### config.mk
export PLATFORM = sky130hd
export DESIGN_NAME = multicycle_controller
export DESIGN_NICKNAME = d
export VERILOG_FILES = /design/src/rtl/mc_pkg.sv /design/src/rtl/mc_output_decode.sv /design/src/rtl/multicycle_controller.sv
export SDC_FILE = /design/constraint.sdc
export NUM_CORES = 1
export LEC_CHECK = 0
export BUFFER_PORTS_ARGS = -buffer_cell sky130_fd_sc_hd__buf_4
export CAP_MARGIN = 10
export CORE_ASPECT_RATIO = 1.5
export CORE_UTILIZATION = 46
export DETAILED_ROUTE_END_ITERATION = 10
export GPL_TIMING_DRIVEN = 0
export PLACE_DENSITY = 0.75
export SETUP_SLACK_MARGIN = 0.5
export SYNTH_ARGS = -nofsm -noshare
export SYNTH_HDL_FRONTEND = slang
export SYNTH_SLANG_ARGS = --single-unit
### constraint.sdc
create_clock -name clock -period 2 [get_ports clock]
set_clock_uncertainty 0.05 [all_clocks]
set_input_delay 0.2 -clock clock [delete_from_list [all_inputs] [get_ports clock]]
set_output_delay 0.2 -clock clock [all_outputs]
set_load 0.005 [all_outputs]
### src/rtl/mc_pkg.sv
// Shared encodings for the multi-cycle controller: state codes, opcodes,
// datapath mux codes and the control bundle driven by the output decoder.
package mc_pkg;

  localparam logic [3:0] ST_FETCH     = 4'd0;
  localparam logic [3:0] ST_DECODE    = 4'd1;
  localparam logic [3:0] ST_MEM_ADDR  = 4'd2;
  localparam logic [3:0] ST_MEM_READ  = 4'd3;
  localparam logic [3:0] ST_MEM_WB    = 4'd4;
  localparam logic [3:0] ST_MEM_WRITE = 4'd5;
  localparam logic [3:0] ST_R_EXEC    = 4'd6;
  localparam logic [3:0] ST_R_WB      = 4'd7;
  localparam logic [3:0] ST_BRANCH    = 4'd8;
  localparam logic [3:0] ST_JUMP      = 4'd9;
  localparam logic [3:0] ST_ADDI_EXEC = 4'd10;
  localparam logic [3:0] ST_ADDI_WB   = 4'd11;
  localparam logic [3:0] ST_ILLEGAL   = 4'd12;

  typedef enum logic [3:0] {
    S_FETCH     = ST_FETCH,
    S_DECODE    = ST_DECODE,
    S_MEM_ADDR  = ST_MEM_ADDR,
    S_MEM_READ  = ST_MEM_READ,
    S_MEM_WB    = ST_MEM_WB,
    S_MEM_WRITE = ST_MEM_WRITE,
    S_R_EXEC    = ST_R_EXEC,
    S_R_WB      = ST_R_WB,
    S_BRANCH    = ST_BRANCH,
    S_JUMP      = ST_JUMP,
    S_ADDI_EXEC = ST_ADDI_EXEC,
    S_ADDI_WB   = ST_ADDI_WB,
    S_ILLEGAL   = ST_ILLEGAL
  } state_e;

  localparam logic [5:0] OP_R    = 6'b000000;
  localparam logic [5:0] OP_LW   = 6'b100011;
  localparam logic [5:0] OP_SW   = 6'b101011;
  localparam logic [5:0] OP_BEQ  = 6'b000100;
  localparam logic [5:0] OP_BNE  = 6'b000101;
  localparam logic [5:0] OP_J    = 6'b000010;
  localparam logic [5:0] OP_ADDI = 6'b001000;

  localparam logic [1:0] ALUOP_ADD   = 2'b00;
  localparam logic [1:0] ALUOP_SUB   = 2'b01;
  localparam logic [1:0] ALUOP_FUNCT = 2'b10;

  localparam logic [1:0] SRCB_B      = 2'b00;
  localparam logic [1:0] SRCB_4      = 2'b01;
  localparam logic [1:0] SRCB_IMM    = 2'b10;
  localparam logic [1:0] SRCB_IMM_SH = 2'b11;

  localparam logic [1:0] PCSRC_ALU    = 2'b00;
  localparam logic [1:0] PCSRC_ALUOUT = 2'b01;
  localparam logic [1:0] PCSRC_JUMP   = 2'b10;

  typedef struct packed {
    logic       mem_read;
    logic       mem_write;
    logic       iord;
    logic       alu_src_a;
    logic       reg_dst;
    logic       memto_reg;
    logic [1:0] alu_src_b;
    logic [1:0] alu_op;
    logic [1:0] pc_source;
    logic       pc_write;
    logic       pc_write_cond;
    logic       pc_write_cond_ne;
    logic       ir_write;
    logic       reg_write;
  } ctrl_t;

  // States that wait on mem_ready before they may advance.
  function automatic logic is_mem_state(input state_e s);
    return (s == S_FETCH) || (s == S_MEM_READ) || (s == S_MEM_WRITE);
  endfunction

  function automatic logic is_retire_state(input state_e s);
    return (s == S_MEM_WB) || (s == S_MEM_WRITE) || (s == S_R_WB) ||
           (s == S_BRANCH) || (s == S_JUMP) || (s == S_ADDI_WB);
  endfunction

  function automatic state_e decode_op(input logic [5:0] op, input bit ext_en);
    case (op)
      OP_R:         return S_R_EXEC;
      OP_LW, OP_SW: return S_MEM_ADDR;
      OP_BEQ:       return S_BRANCH;
      OP_BNE:       return ext_en ? S_BRANCH : S_ILLEGAL;
      OP_J:         return S_JUMP;
      OP_ADDI:      return ext_en ? S_ADDI_EXEC : S_ILLEGAL;
      default:      return S_ILLEGAL;
    endcase
  endfunction

endpackage

### src/rtl/mc_output_decode.sv
// Moore output decode: state -> datapath mux selects, memory requests and
// ungated write strobes. Strobe gating by the advance condition is done by the top.
module mc_output_decode
  import mc_pkg::*;
(
  input  state_e state,
  input  logic   is_bne,
  output ctrl_t  ctrl
);

  always_comb begin
    ctrl = '0;
    case (state)
      S_FETCH: begin
        ctrl.mem_read  = 1'b1;
        ctrl.alu_src_b = SRCB_4;
        ctrl.alu_op    = ALUOP_ADD;
        ctrl.pc_source = PCSRC_ALU;
        ctrl.ir_write  = 1'b1;
        ctrl.pc_write  = 1'b1;
      end
      S_DECODE: begin
        ctrl.alu_src_b = SRCB_IMM_SH;
        ctrl.alu_op    = ALUOP_ADD;
      end
      S_MEM_ADDR: begin
        ctrl.alu_src_a = 1'b1;
        ctrl.alu_src_b = SRCB_IMM;
        ctrl.alu_op    = ALUOP_ADD;
      end
      S_MEM_READ: begin
        ctrl.mem_read = 1'b1;
        ctrl.iord     = 1'b1;
      end
      S_MEM_WB: begin
        ctrl.memto_reg = 1'b1;
        ctrl.reg_write = 1'b1;
      end
      S_MEM_WRITE: begin
        ctrl.mem_write = 1'b1;
        ctrl.iord      = 1'b1;
      end
      S_R_EXEC: begin
        ctrl.alu_src_a = 1'b1;
        ctrl.alu_src_b = SRCB_B;
        ctrl.alu_op    = ALUOP_FUNCT;
      end
      S_R_WB: begin
        ctrl.reg_dst   = 1'b1;
        ctrl.reg_write = 1'b1;
      end
      S_BRANCH: begin
        ctrl.alu_src_a        = 1'b1;
        ctrl.alu_src_b        = SRCB_B;
        ctrl.alu_op           = ALUOP_SUB;
        ctrl.pc_source        = PCSRC_ALUOUT;
        ctrl.pc_write_cond    = ~is_bne;
        ctrl.pc_write_cond_ne = is_bne;
      end
      S_JUMP: begin
        ctrl.pc_source = PCSRC_JUMP;
        ctrl.pc_write  = 1'b1;
      end
      S_ADDI_EXEC: begin
        ctrl.alu_src_a = 1'b1;
        ctrl.alu_src_b = SRCB_IMM;
        ctrl.alu_op    = ALUOP_ADD;
      end
      S_ADDI_WB: begin
        ctrl.reg_write = 1'b1;
      end
      default: ;
    endcase
  end

endmodule

### src/rtl/multicycle_controller.sv
// Multi-cycle CPU control FSM with memory wait states, single-step gating,
// retired-instruction counter and instruction-type flags.
module multicycle_controller
  import mc_pkg::*;
#(
  parameter int CNT_W           = 8,
  parameter bit TRAP_ON_ILLEGAL = 1'b1,
  parameter bit EXT_EN          = 1'b1
) (
  input  logic             clock,
  input  logic             reset,
  input  logic             step_en,
  input  logic [5:0]       opcode,
  input  logic             mem_ready,
  output logic             PCWrite,
  output logic             PCWriteCond,
  output logic             PCWriteCondNe,
  output logic             IRWrite,
  output logic             RegWrite,
  output logic             MemRead,
  output logic             MemWrite,
  output logic             IorD,
  output logic             ALUSrcA,
  output logic             RegDst,
  output logic             MemtoReg,
  output logic [1:0]       ALUSrcB,
  output logic [1:0]       ALUOp,
  output logic [1:0]       PCSource,
  output logic [3:0]       state,
  output logic             instr_done,
  output logic [CNT_W-1:0] instr_count,
  output logic             illegal,
  output logic             J,
  output logic             R,
  output logic             LW,
  output logic             SW,
  output logic             BEQ
);

  state_e st_q;
  state_e dec_state;
  state_e dec_nxt;
  ctrl_t  raw;
  logic   bne_q;
  logic   adv;
  logic   retire;
  logic   gate;
  logic   op_bne;

  assign adv     = step_en & (~is_mem_state(st_q) | mem_ready);
  assign retire  = adv & is_retire_state(st_q);
  assign gate    = adv & ~reset;
  assign dec_nxt = decode_op(opcode, EXT_EN);
  assign op_bne  = EXT_EN && (opcode == OP_BNE);

  // During the reset cycle the selects already show FETCH, with requests muted.
  assign dec_state = reset ? S_FETCH : st_q;

  mc_output_decode u_dec (
    .state  (dec_state),
    .is_bne (bne_q),
    .ctrl   (raw)
  );

  always_ff @(posedge clock) begin
    if (reset) begin
      st_q        <= S_FETCH;
      instr_count <= '0;
      illegal     <= 1'b0;
      bne_q       <= 1'b0;
      J           <= 1'b0;
      R           <= 1'b0;
      LW          <= 1'b0;
      SW          <= 1'b0;
      BEQ         <= 1'b0;
    end else begin
      if (retire) instr_count <= instr_count + CNT_W'(1);
      if (adv) begin
        case (st_q)
          S_FETCH:     st_q <= S_DECODE;
          S_DECODE: begin
            st_q  <= dec_nxt;
            R     <= (opcode == OP_R);
            LW    <= (opcode == OP_LW);
            SW    <= (opcode == OP_SW);
            J     <= (opcode == OP_J);
            BEQ   <= (opcode == OP_BEQ) | op_bne;
            bne_q <= op_bne;
            if (dec_nxt == S_ILLEGAL) illegal <= 1'b1;
          end
          S_MEM_ADDR:  st_q <= LW ? S_MEM_READ : S_MEM_WRITE;
          S_MEM_READ:  st_q <= S_MEM_WB;
          S_R_EXEC:    st_q <= S_R_WB;
          S_ADDI_EXEC: st_q <= S_ADDI_WB;
          // Non-trapping mode skips the instruction: PC already moved in FETCH.
          S_ILLEGAL:   st_q <= TRAP_ON_ILLEGAL ? S_ILLEGAL : S_FETCH;
          default:     st_q <= S_FETCH;
        endcase
      end
    end
  end

  assign PCWrite       = raw.pc_write & gate;
  assign PCWriteCond   = raw.pc_write_cond & gate;
  assign PCWriteCondNe = raw.pc_write_cond_ne & gate;
  assign IRWrite       = raw.ir_write & gate;
  assign RegWrite      = raw.reg_write & gate;
  assign MemRead       = raw.mem_read & ~reset;
  assign MemWrite      = raw.mem_write & ~reset;
  assign IorD          = raw.iord;
  assign ALUSrcA       = raw.alu_src_a;
  assign RegDst        = raw.reg_dst;
  assign MemtoReg      = raw.memto_reg;
  assign ALUSrcB       = raw.alu_src_b;
  assign ALUOp         = raw.alu_op;
  assign PCSource      = raw.pc_source;
  assign state         = st_q;
  assign instr_done    = retire & ~reset;

endmodule

==> metrics.md, run 1 <==
| Metric | Value |
|---|---|
| Outcome | `completed` |
| Via Count | `1653` |
| DR DRC count | `0` |
| Synth Warn # | `0` |
| First-pass GRT wire length | `6.73 mm` |
| Filler cell count in the final layout | `141` |
| Htree depth | `1` |
| Synthesized area per cell | `7.95 um2` |
| Area Growth Syn to Fin | `80.9%` |
| Setup ws final | `90.0 ps` |
| Final Hold Fails | `0` |
| Commonest cells after routing, fill and taps aside | `buf_4 (61), buf_6 (19), nor2_1 (18)` |
| Starting Density | `48.1%` |
| Skew-Pair Late Insertion Delay | `250 ps` |
| Routability Congestion | `0.884` |
| Full die area | `3020 um2` |
| Die width | `45.2 um` |
| I/O pins | `46` |
| Cell Pwr Density | `450 nW/um2` |
| TritonCTS clock tree | `done` |
| Final nets | `254` |
| Most common cell after layout, fill and taps aside | `buf_4` |
| Mapped cell area | `1290 um2` |
| Critical path class | `flop to output pin` |
| Clock Tree Root | `clkbuf_8` |
| Worst-path fanout max | `6` |
| Hold buffer count at CTS | `0` |
| Initial DRC Count | `78` |
| Die height | `66.8 um` |
| CP endpoint kind | `output pin` |
| Finished Core Util | `87.0%` |
| Post-Synthesis Cells | `162` |
| Remaining antenna violation count | `0` |
| Distinct cells, synth | `46` |
| DP HPWL | `2.76 mm` |
| Most used DFF post-synth | `dfxtp_1` |
| HP Class | `input port to flop` |
| Max-cap check violation count | `0` |
| Num rows | `23` |
| Post-Place Setup Slack | `236 ps` |
| Slew headroom | `65.4%` |
| Period Utilization, post-route | `95.5%` |
| Largest net degree at the start of global routing | `12` |
| Share of cells above drive strength 1 | `60.3%` |
| Pins Over Slew Limit | `0` |
| Register area share after synthesis | `29.5%` |
| Number of flops mapped to enable cells by yosys | `0` |
| Fin Setup TNS | `0 ps` |
| Final setup vio count | `0` |
| Wirelength per Cell | `19.4 um` |
| Vias in the first global route | `1492` |
| Critical Path RT | `1750 ps` |
| Clk slew on worst S/H paths | `70 ps` |
| Number of synthesized register bits | `19` |
| Post-layout min period | `1910 ps` |
| Leak | `0.987 nW` |
| Clk buf depth | `2` |
| Vias/cell | `5.92` |
| Sink Count | `19` |
| Clock buffers created by TritonCTS | `3` |
| Critical path startpoint category | `flop` |
| PortBufs | `45` |
| FMAX | `0.524 GHz` |
| All-layer global routing usage | `30.3%` |
| Post-synth ARST share | `0%` |
| RSZ-0062 raised after global routing | `true` |
| Core area | `2680 um2` |
| TritonRoute pass-1 iters | `4` |
| Final WL | `5.42 mm` |
| Mapped Nets | `173` |
| Ant diodes | `0` |
| Grt ovf | `0` |
| Peak supply drop | `503 uV` |
| CP arrival | `1660 ps` |
| Slew @ Worst Pin | `514 ps` |
| Initial antenna violation count | `0` |
[flip-flops by register name, indices dropped and copies added (netlist names)]
register     cells
bne_q            1
R                1
LW               1
illegal          1
BEQ              1
instr_count      8
SW               1
state            4
J                1
[area by class of cell]
cell class              count  area (um2)  area share (%)
plain buffers              10         113            4.84
clock buffers               3        41.3            1.77
clock inverters             1        5.00           0.215
inverters                   3        11.3           0.484
multi-input cells         130        1100            47.1
flip-flops and latches     19         388            16.7
well taps                  37        46.3            1.99
repair buffers             76         627            26.9
[worst paths after layout]
check | endpoint | cells after the start | start | slack [ps]
max | PCWriteCond | 8 | state[2] | 90
min reg2reg | R | 2 | R | 420
min | bne_q | 3 | opcode[0] | 190
max reg2reg | SW | 8 | state[1] | 190
[critical path, stage by stage, from the launching register on]
cell,delay [ps]
dfxtp_2,330
buf_6,130
buf_6,110
buf_8,120
nor2_4,130
nand2_2,100
nor3_4,170
and3b_1,200
buf_4,110
[kinds of logic after synthesis]
group / synth area share [%]
mux: 0.777
simple gates: 35.3
buf+inv: 6.32
compound gates: 18.4
xor+xnor: 8.75
fa+ha+maj: 0.972
flops: 29.5
[synthesized netlist by cell type (2+ instances only)]
cell / n / area [um2]
buf_4: 2 / 15.0
nor3_1: 8 / 40.0
nand4_1: 3 / 18.8
buf_6: 3 / 33.8
a21oi_1: 9 / 45.0
and3_1: 4 / 25.0
inv_1: 3 / 11.3
o21ai_0: 3 / 15.0
nand2_1: 15 / 56.3
nand2b_1: 3 / 18.8
xor2_1: 10 / 87.6
nand3_1: 9 / 45.0
a22oi_1: 2 / 15.0
nor4_1: 3 / 18.8
nor4b_4: 2 / 47.6
nand3b_1: 2 / 15.0
or2_2: 2 / 12.5
o2bb2ai_1: 3 / 26.3
dfxtp_1: 19 / 380
nor2_1: 27 / 101
and2_1: 2 / 12.5
clkbuf_1: 2 / 7.51
buf_2: 2 / 10.0
o211ai_1: 2 / 15.0
[power breakdown]
group	switching, mW	internal, mW
Sequential	0.0131	0.387
Combinational	0.206	0.180
Clock	0.125	0.138
Total	0.344	0.705
[timing repair]
| item | 4_1_cts | 5_1_grt |
|---|---|---|
| endpoints found under the setup margin | 32 | 37 |
| pin swaps | 22 | 24 |
| buffers inserted | 21 | 10 |
| gates resized for setup | 61 | 33 |
[metal layers]
metal / vias to the layer above / share of wire (%) / track usage [%]
met5: - / 0 / 0
met4: 0 / 3.7 / 13.3
met3: 26 / 6.5 / 4.88
met2: 106 / 52 / 53.3
met1: 789 / 38 / 34.7
li1: 732 / - / -
[per-stage QoR]
stage                     cells  hold WS (ps)  instance area (um2)  power (mW)
after floorplan             162           298                 1290       0.547
after global placement      244           399                 1680       0.629
after detailed placement    244           394                 1680       0.634
after CTS                   269           186                 2120       0.973
after global routing        279           194                 2330        1.08
final                       279           191                 2330        1.05
Power figures use the tool's default switching activity.
==> run 2: changes to the inputs <==
- CORE_UTILIZATION: 46 -> 45
- CTS_CLUSTER_DIAMETER: default -> 200
- PLACE_DENSITY: 0.75 -> 0.73
==> run 2 against run 1 <==
Register-to-register slack barely moved. Sequential power about the same. Sequential cell count is the same. Maximum frequency decreased by 2.4%. Via count grew 3.3%. Combinational power is 11% higher. Sequential share of layout area down 0.28 points. Final cell count increased by 0.72%. Critical path type unchanged. Largest power group is now combinational cells.
==> metrics.md, run 2 (synthesized netlist as in run 1, its figures left out) <==
| Metric | Value |
|---|---|
| TritonRoute pass-1 iters | `4 (unchanged)` |
| Largest register FFs | `8 (unchanged)` |
| Post-Place Setup Slack | `223 ps (-12.5 ps)` |
| Filler cell count in the final layout | `131 (-7.1%)` |
| Skew-Pair Late Insertion Delay | `270 ps (+20 ps)` |
| Critical path class | `flop to output pin` |
| Grt ovf | `0 (unchanged)` |
| Ant diodes | `0 (unchanged)` |
| DP HPWL | `2.86 mm (+3.8%)` |
| Wirelength per Cell | `21.3 um (+9.5%)` |
| Setup crit end | `PCWriteCondNe` |
| Commonest cells after routing, fill and taps aside | `buf_4 (62), nor2_1 (20), buf_6 (17)` |
| Clock buffers created by TritonCTS | `3 (unchanged)` |
| CP Buf/Inv Count | `4 (unchanged)` |
| WHS | `172 ps (-19.5 ps)` |
| Cell Pwr Density | `462 nW/um2 (+2.5%)` |
| I/O pins | `46 (unchanged)` |
| Num rows | `23 (unchanged)` |
| DR DRC count | `0 (unchanged)` |
| Final setup vio count | `0 (unchanged)` |
| Htree depth | `1 (unchanged)` |
| HP Class | `input port to flop` |
| Worst-path fanout max | `6 (unchanged)` |
| Area Growth Syn to Fin | `86.3%` |
| Critical path startpoint category | `flop` |
| Most common cell after layout, fill and taps aside | `buf_4` |
| Reg area | `393 um2 (+1.3%)` |
| Worst path cell trace | `buf_6 -> buf_6 -> buf_8 -> nor2_4 -> nand2_4 -> nor3_4 -> and3_4 -> buf_6` |
| Die width | `45.7 um (+1.1%)` |
| Share of cells above drive strength 1 | `60.7% (+0.33 points)` |
| Final WL | `5.98 mm (+10%)` |
| Initial DRC Count | `79 (+1.3%)` |
| WP depth | `8 (unchanged)` |
| Most common cell on crit path | `buf_6` |
| Initial antenna violation count | `0 (unchanged)` |
| Pins Over Slew Limit | `0 (unchanged)` |
| Vias in the first global route | `1504 (+0.80%)` |
| CP max stage delay | `330 ps (about the same)` |
| TritonCTS clock tree | `done` |
| Fin Setup TNS | `0 ps (unchanged)` |
| Post-layout min period | `1960 ps (+46.2 ps)` |
| Outcome | `completed` |
| PortBufs | `45 (unchanged)` |
| Critical Path RT | `1750 ps (about the same)` |
| Largest net degree at the start of global routing | `11 (-1)` |
| R2R Path Start | `state[2]` |
| Routability Congestion | `0.859 (-2.8%)` |
| Setup ws final | `43.8 ps (-46.2 ps)` |
| CP endpoint kind | `output pin` |
| Full die area | `3080 um2 (+2.1%)` |
| First-pass GRT wire length | `7.01 mm (+4.2%)` |
| R2R setup slack | `200 ps (about the same)` |
| Final nets | `256 (+0.79%)` |
| Critical path's slowest cell | `dfxtp_2` |
| Multi-input gate area | `1120 um2 (+2.3%)` |
| Peak supply drop | `522 uV (+3.8%)` |
| Top delay family on crit path | `simple AND/OR/NAND/NOR gates` |
| Worst R2R End | `LW` |
| Slew @ Worst Pin | `543 ps (+29.0 ps)` |
| Final Hold Fails | `0 (unchanged)` |
| DP Area | `1680 um2 (unchanged)` |
| Slew headroom | `63.8% (-1.6 points)` |
| CP startpoint | `state[2]` |
| Clock Tree Root | `clkbuf_8` |
| RSZ-0062 raised after global routing | `true` |
| Max-cap check violation count | `0 (unchanged)` |
| Leak | `1.04 nW (+5.7%)` |
| Starting Density | `47.6% (-0.51 points)` |
| FMAX | `0.511 GHz (-2.4%)` |
| Core area | `2710 um2 (+1.1%)` |
| Clk slew on worst S/H paths | `70 ps (about the same)` |
| All-layer global routing usage | `31.5% (+1.1 points)` |
| Clk buf depth | `2 (unchanged)` |
| CP arrival | `1710 ps (+50 ps)` |
| Remaining antenna violation count | `0 (unchanged)` |
| Via Count | `1707 (+3.3%)` |
| Design area | `2400 um2 (+3.0%)` |
| Largest register by flop count | `instr_count` |
| Vias/cell | `6.07 (+2.5%)` |
| Sink Count | `19 (unchanged)` |
| Reg2Reg Depth | `8 (unchanged)` |
| Die height | `67.5 um (+1.1%)` |
| Period Utilization, post-route | `97.8% (+2.3 points)` |
| Power Total | `1.11 mW (+5.6%)` |
[run 2: metal layers]
| metal | up-vias | track usage, % | share of wire (%) |
|---|---|---|---|
| li1 | 743 | - | - |
| met1 | 829 | 33.1 | 39 |
| met2 | 99 | 52.7 | 49 |
| met3 | 36 | 6.68 | 6.5 |
| met4 | 0 | 23.9 | 5.2 |
| met5 | - | 0 | 0 |
[run 2: power by group]
group	total [mW]	leakage [nW]	switching [mW]	internal [mW]
logic	0.429	0.864	0.223	0.206
registers	0.401	0.156	0.0150	0.386
clock network	0.277	0.0228	0.135	0.142
total	1.11	1.04	0.373	0.735
[run 2: how the worst min path moves through the flow]
stage / cells after the start / slack [ps] / startpoint / end
2_1_floorplan: 2 / 300 / opcode[3] / SW
3_3_place_gp: 2 / 400 / R / R
3_5_place_dp: 2 / 400 / R / R
4_1_cts: 3 / 190 / opcode[3] / SW
5_1_grt: 3 / 170 / opcode[0] / bne_q
6_report: 3 / 170 / opcode[0] / bne_q
[run 2: tightest hold or removal path: stages]
cell and delay [ps]:
buf_4 140, nand3_4 60, a21oi_2 40
[run 2: cell type report]
| cell class | count | area share, % |
|---|---|---|
| Buffer | 10 | 5.63 |
| Clock buffer | 4 | 1.88 |
| Inverter | 3 | 0.469 |
| Multi-Input combinational cell | 130 | 46.8 |
| Sequential cell | 19 | 16.4 |
| Tap cell | 37 | 1.93 |
| Timing Repair Buffer | 78 | 26.9 |
[run 2: what timing repair did]
action	in CTS	in global routing
gates resized for setup	65	41
pin swaps	17	23
setup buffers	20	13
hold buffers	0	0
setup endpoints to repair	33	37
[run 2: metrics by stage]
stage | std cells | utilization, %
6_report | 281 | 88.7
3_3_place_gp | 244 | 62.0
2_1_floorplan | 162 | -
3_5_place_dp | 244 | 62.0
5_1_grt | 281 | 88.7
4_1_cts | 268 | 78.3
==> run 3: changes to the inputs <==
- BUFFER_PORTS_ARGS: -buffer_cell sky130_fd_sc_hd__buf_4 -> -buffer_cell sky130_fd_sc_hd__buf_2
- CORE_ASPECT_RATIO: 1.5 -> 0.6
==> run 3 against run 2 <==
Utilization shrank 14 points. Count of clock-buffer cells in the layout is the same. Combinational power fell by 25%. Hold slack improved by 31 ps. Global-route usage fell by 5.7 points. Maximum frequency rose by 4.5%. Via count decreased by 12%. Sequential power decreased by 1%. Sequential cell count unchanged. Power fell by 11%.
==> metrics.md, run 3 (synthesized netlist as in run 1, its figures left out) <==
| Metric | Value |
|---|---|
| TritonRoute pass-1 iters | `7 (+3)` |
| Final Hold Fails | `0 (unchanged)` |
| Remaining antenna violation count | `0 (unchanged)` |
| CP arrival | `1620 ps (-90 ps)` |
| Internal power | `0.676 mW (-8.0%)` |
| Fin Setup TNS | `0 ps (unchanged)` |
| Critical path class | `flop to output pin` |
| Most common cell after layout, fill and taps aside | `buf_2` |
| PortBufs | `45 (unchanged)` |
| Outcome | `completed` |
| CP endpoint kind | `output pin` |
| RSZ-0062 raised after global routing | `true` |
| All-layer global routing usage | `25.8% (-5.7 points)` |
| Critical path startpoint category | `flop` |
| Htree depth | `1 (unchanged)` |
| Grt ovf | `0 (unchanged)` |
| Slew @ Worst Pin | `473 ps (-69.8 ps)` |
| Power Total | `0.991 mW (-11%)` |
| Post-layout min period | `1870 ps (-84.4 ps)` |
| Design area | `1950 um2 (-19%)` |
| Largest net degree at the start of global routing | `11 (unchanged)` |
| Clk buf depth | `2 (unchanged)` |
| Pins Over Slew Limit | `0 (unchanged)` |
| Sequential share of power | `40.1% (+3.9 points)` |
| TritonCTS clock tree | `done` |
| Comb pwr share | `32.3% (-6.5 points)` |
| Share of cells above drive strength 1 | `48.7% (-12 points)` |
| Leak | `0.892 nW (-15%)` |
| Final setup vio count | `0 (unchanged)` |
| Largest register by flop count | `instr_count` |
| Starting Density | `49.3% (+1.7 points)` |
| HP Class | `input port to flop` |
| Skew-Pair Late Insertion Delay | `260 ps (about the same)` |
| Critical Path RT | `1750 ps (about the same)` |
| Hold buffer count at CTS | `0 (unchanged)` |
| Period Utilization, post-route | `93.6% (-4.2 points)` |
| Clock share of power | `27.6% (+2.6 points)` |
| Net load switching power | `0.314 mW (-16%)` |
| Largest register FFs | `8 (unchanged)` |
| Peak supply drop | `384 uV (-26%)` |
| DP Area | `1560 um2 (-7.1%)` |
| Worst-path fanout max | `10 (+4)` |
| DP HPWL | `2.62 mm (-8.5%)` |
| Sink Count | `19 (unchanged)` |
| Full die area | `3090 um2 (about the same)` |
| Initial antenna violation count | `0 (unchanged)` |
| Cell Pwr Density | `509 nW/um2 (+10%)` |
| First-pass GRT wire length | `6.09 mm (-13%)` |
| Num rows | `14 (-39%)` |
| Ant diodes | `0 (unchanged)` |
| Clk slew on worst S/H paths | `70 ps (about the same)` |
| Vias in the first global route | `1296 (-14%)` |
| I/O pins | `46 (unchanged)` |
| Vias/cell | `5.80 (-4.5%)` |
| DR DRC count | `0 (unchanged)` |
| Core area | `2610 um2 (-3.5%)` |
| Clock Tree Root | `clkbuf_8` |
| Commonest cells after routing, fill and taps aside | `buf_2 (45), nor2_1 (25), dfxtp_1 (15)` |
| Initial DRC Count | `114 (+44%)` |
| Sw Ratio | `31.7% (-1.9 points)` |
| Clock buffers created by TritonCTS | `3 (unchanged)` |
| Die width | `71.1 um (+56%)` |
| FMAX | `0.534 GHz (+4.5%)` |
| Final nets | `240 (-6.3%)` |
| Area Growth Syn to Fin | `51.1%` |
| Routability Congestion | `0.909 (+5.7%)` |
| Slew headroom | `68.2% (+4.4 points)` |
| Max-cap check violation count | `0 (unchanged)` |
| Die height | `43.4 um (-36%)` |
| Wirelength per Cell | `16.1 um (-24%)` |
| Via Count | `1509 (-12%)` |
| Final WL | `4.18 mm (-30%)` |
==> run 3: cell count changes in the layout (fill, tap and decap cells not counted), sizes merged <==
cell    change
clkbuf      +1
buf        -17
==> run 3: metrics by stage <==
| step | std cells | util [%] | setup slack [ps] | hold WS (ps) |
|---|---|---|---|---|
| floorplan | 162 | - | 496 | 298 |
| global placement | 239 | 59.7 | 279 | 395 |
| detailed placement | 239 | 59.7 | 245 | 392 |
| CTS | 250 | 69.3 | 96.0 | 200 |
| global route | 260 | 74.5 | 73.8 | 197 |
| finish | 260 | 74.5 | 128 | 203 |
==> run 3: repair_timing <==
action / in CTS / in global routing
setup buffers: 7 / 10
resized for setup: 43 / 14
pin swaps: 15 / 12
endpoints found under the setup margin: 32 / 33
==> run 3: power groups by stage <==
stage / clock (mW) / sequential (mW) / combinational (mW)
2_1_floorplan: 0 / 0.406 / 0.142
3_3_place_gp: 0 / 0.405 / 0.207
3_5_place_dp: 0 / 0.406 / 0.212
4_1_cts: 0.272 / 0.397 / 0.259
5_1_grt: 0.309 / 0.398 / 0.336
6_report: 0.274 / 0.397 / 0.320
==> run 3: cell type report <==
class,instances,area (um2)
timing repair buffer,62,364
sequential,19,393
multi-input combinational,130,972
fill,202,664
tap,32,40.0
clock buffer,4,45.0
inverter,3,11.3
buffer,10,120
==> run 3: final timing paths <==
kind | from | end | slack (ps) | cells past startpoint
worst max-delay path | state[2] | RegWrite | 130 | 6
worst min-delay path | opcode[0] | bne_q | 200 | 3
worst max register to register | state[0] | instr_count[7] | 310 | 8
worst min register to register | BEQ | BEQ | 410 | 2
==> run 3: worst max-delay path: stages, from the launching register on <==
cell and delay (ps):
dfxtp_2 350, buf_8 140, buf_6 180, xor2_1 270, nand3_1 110, a21oi_1 170
buf_2 140
==> run 3: metal layers <==
metal | track usage (%) | routed length, um | vias to the layer above
met2 | 41.2 | 1900 | 83
met1 | 33.6 | 1830 | 700
met5 | 0 | 0 | -
met4 | 8.00 | 101 | 0
li1 | - | - | 706
met3 | 8.84 | 352 | 20
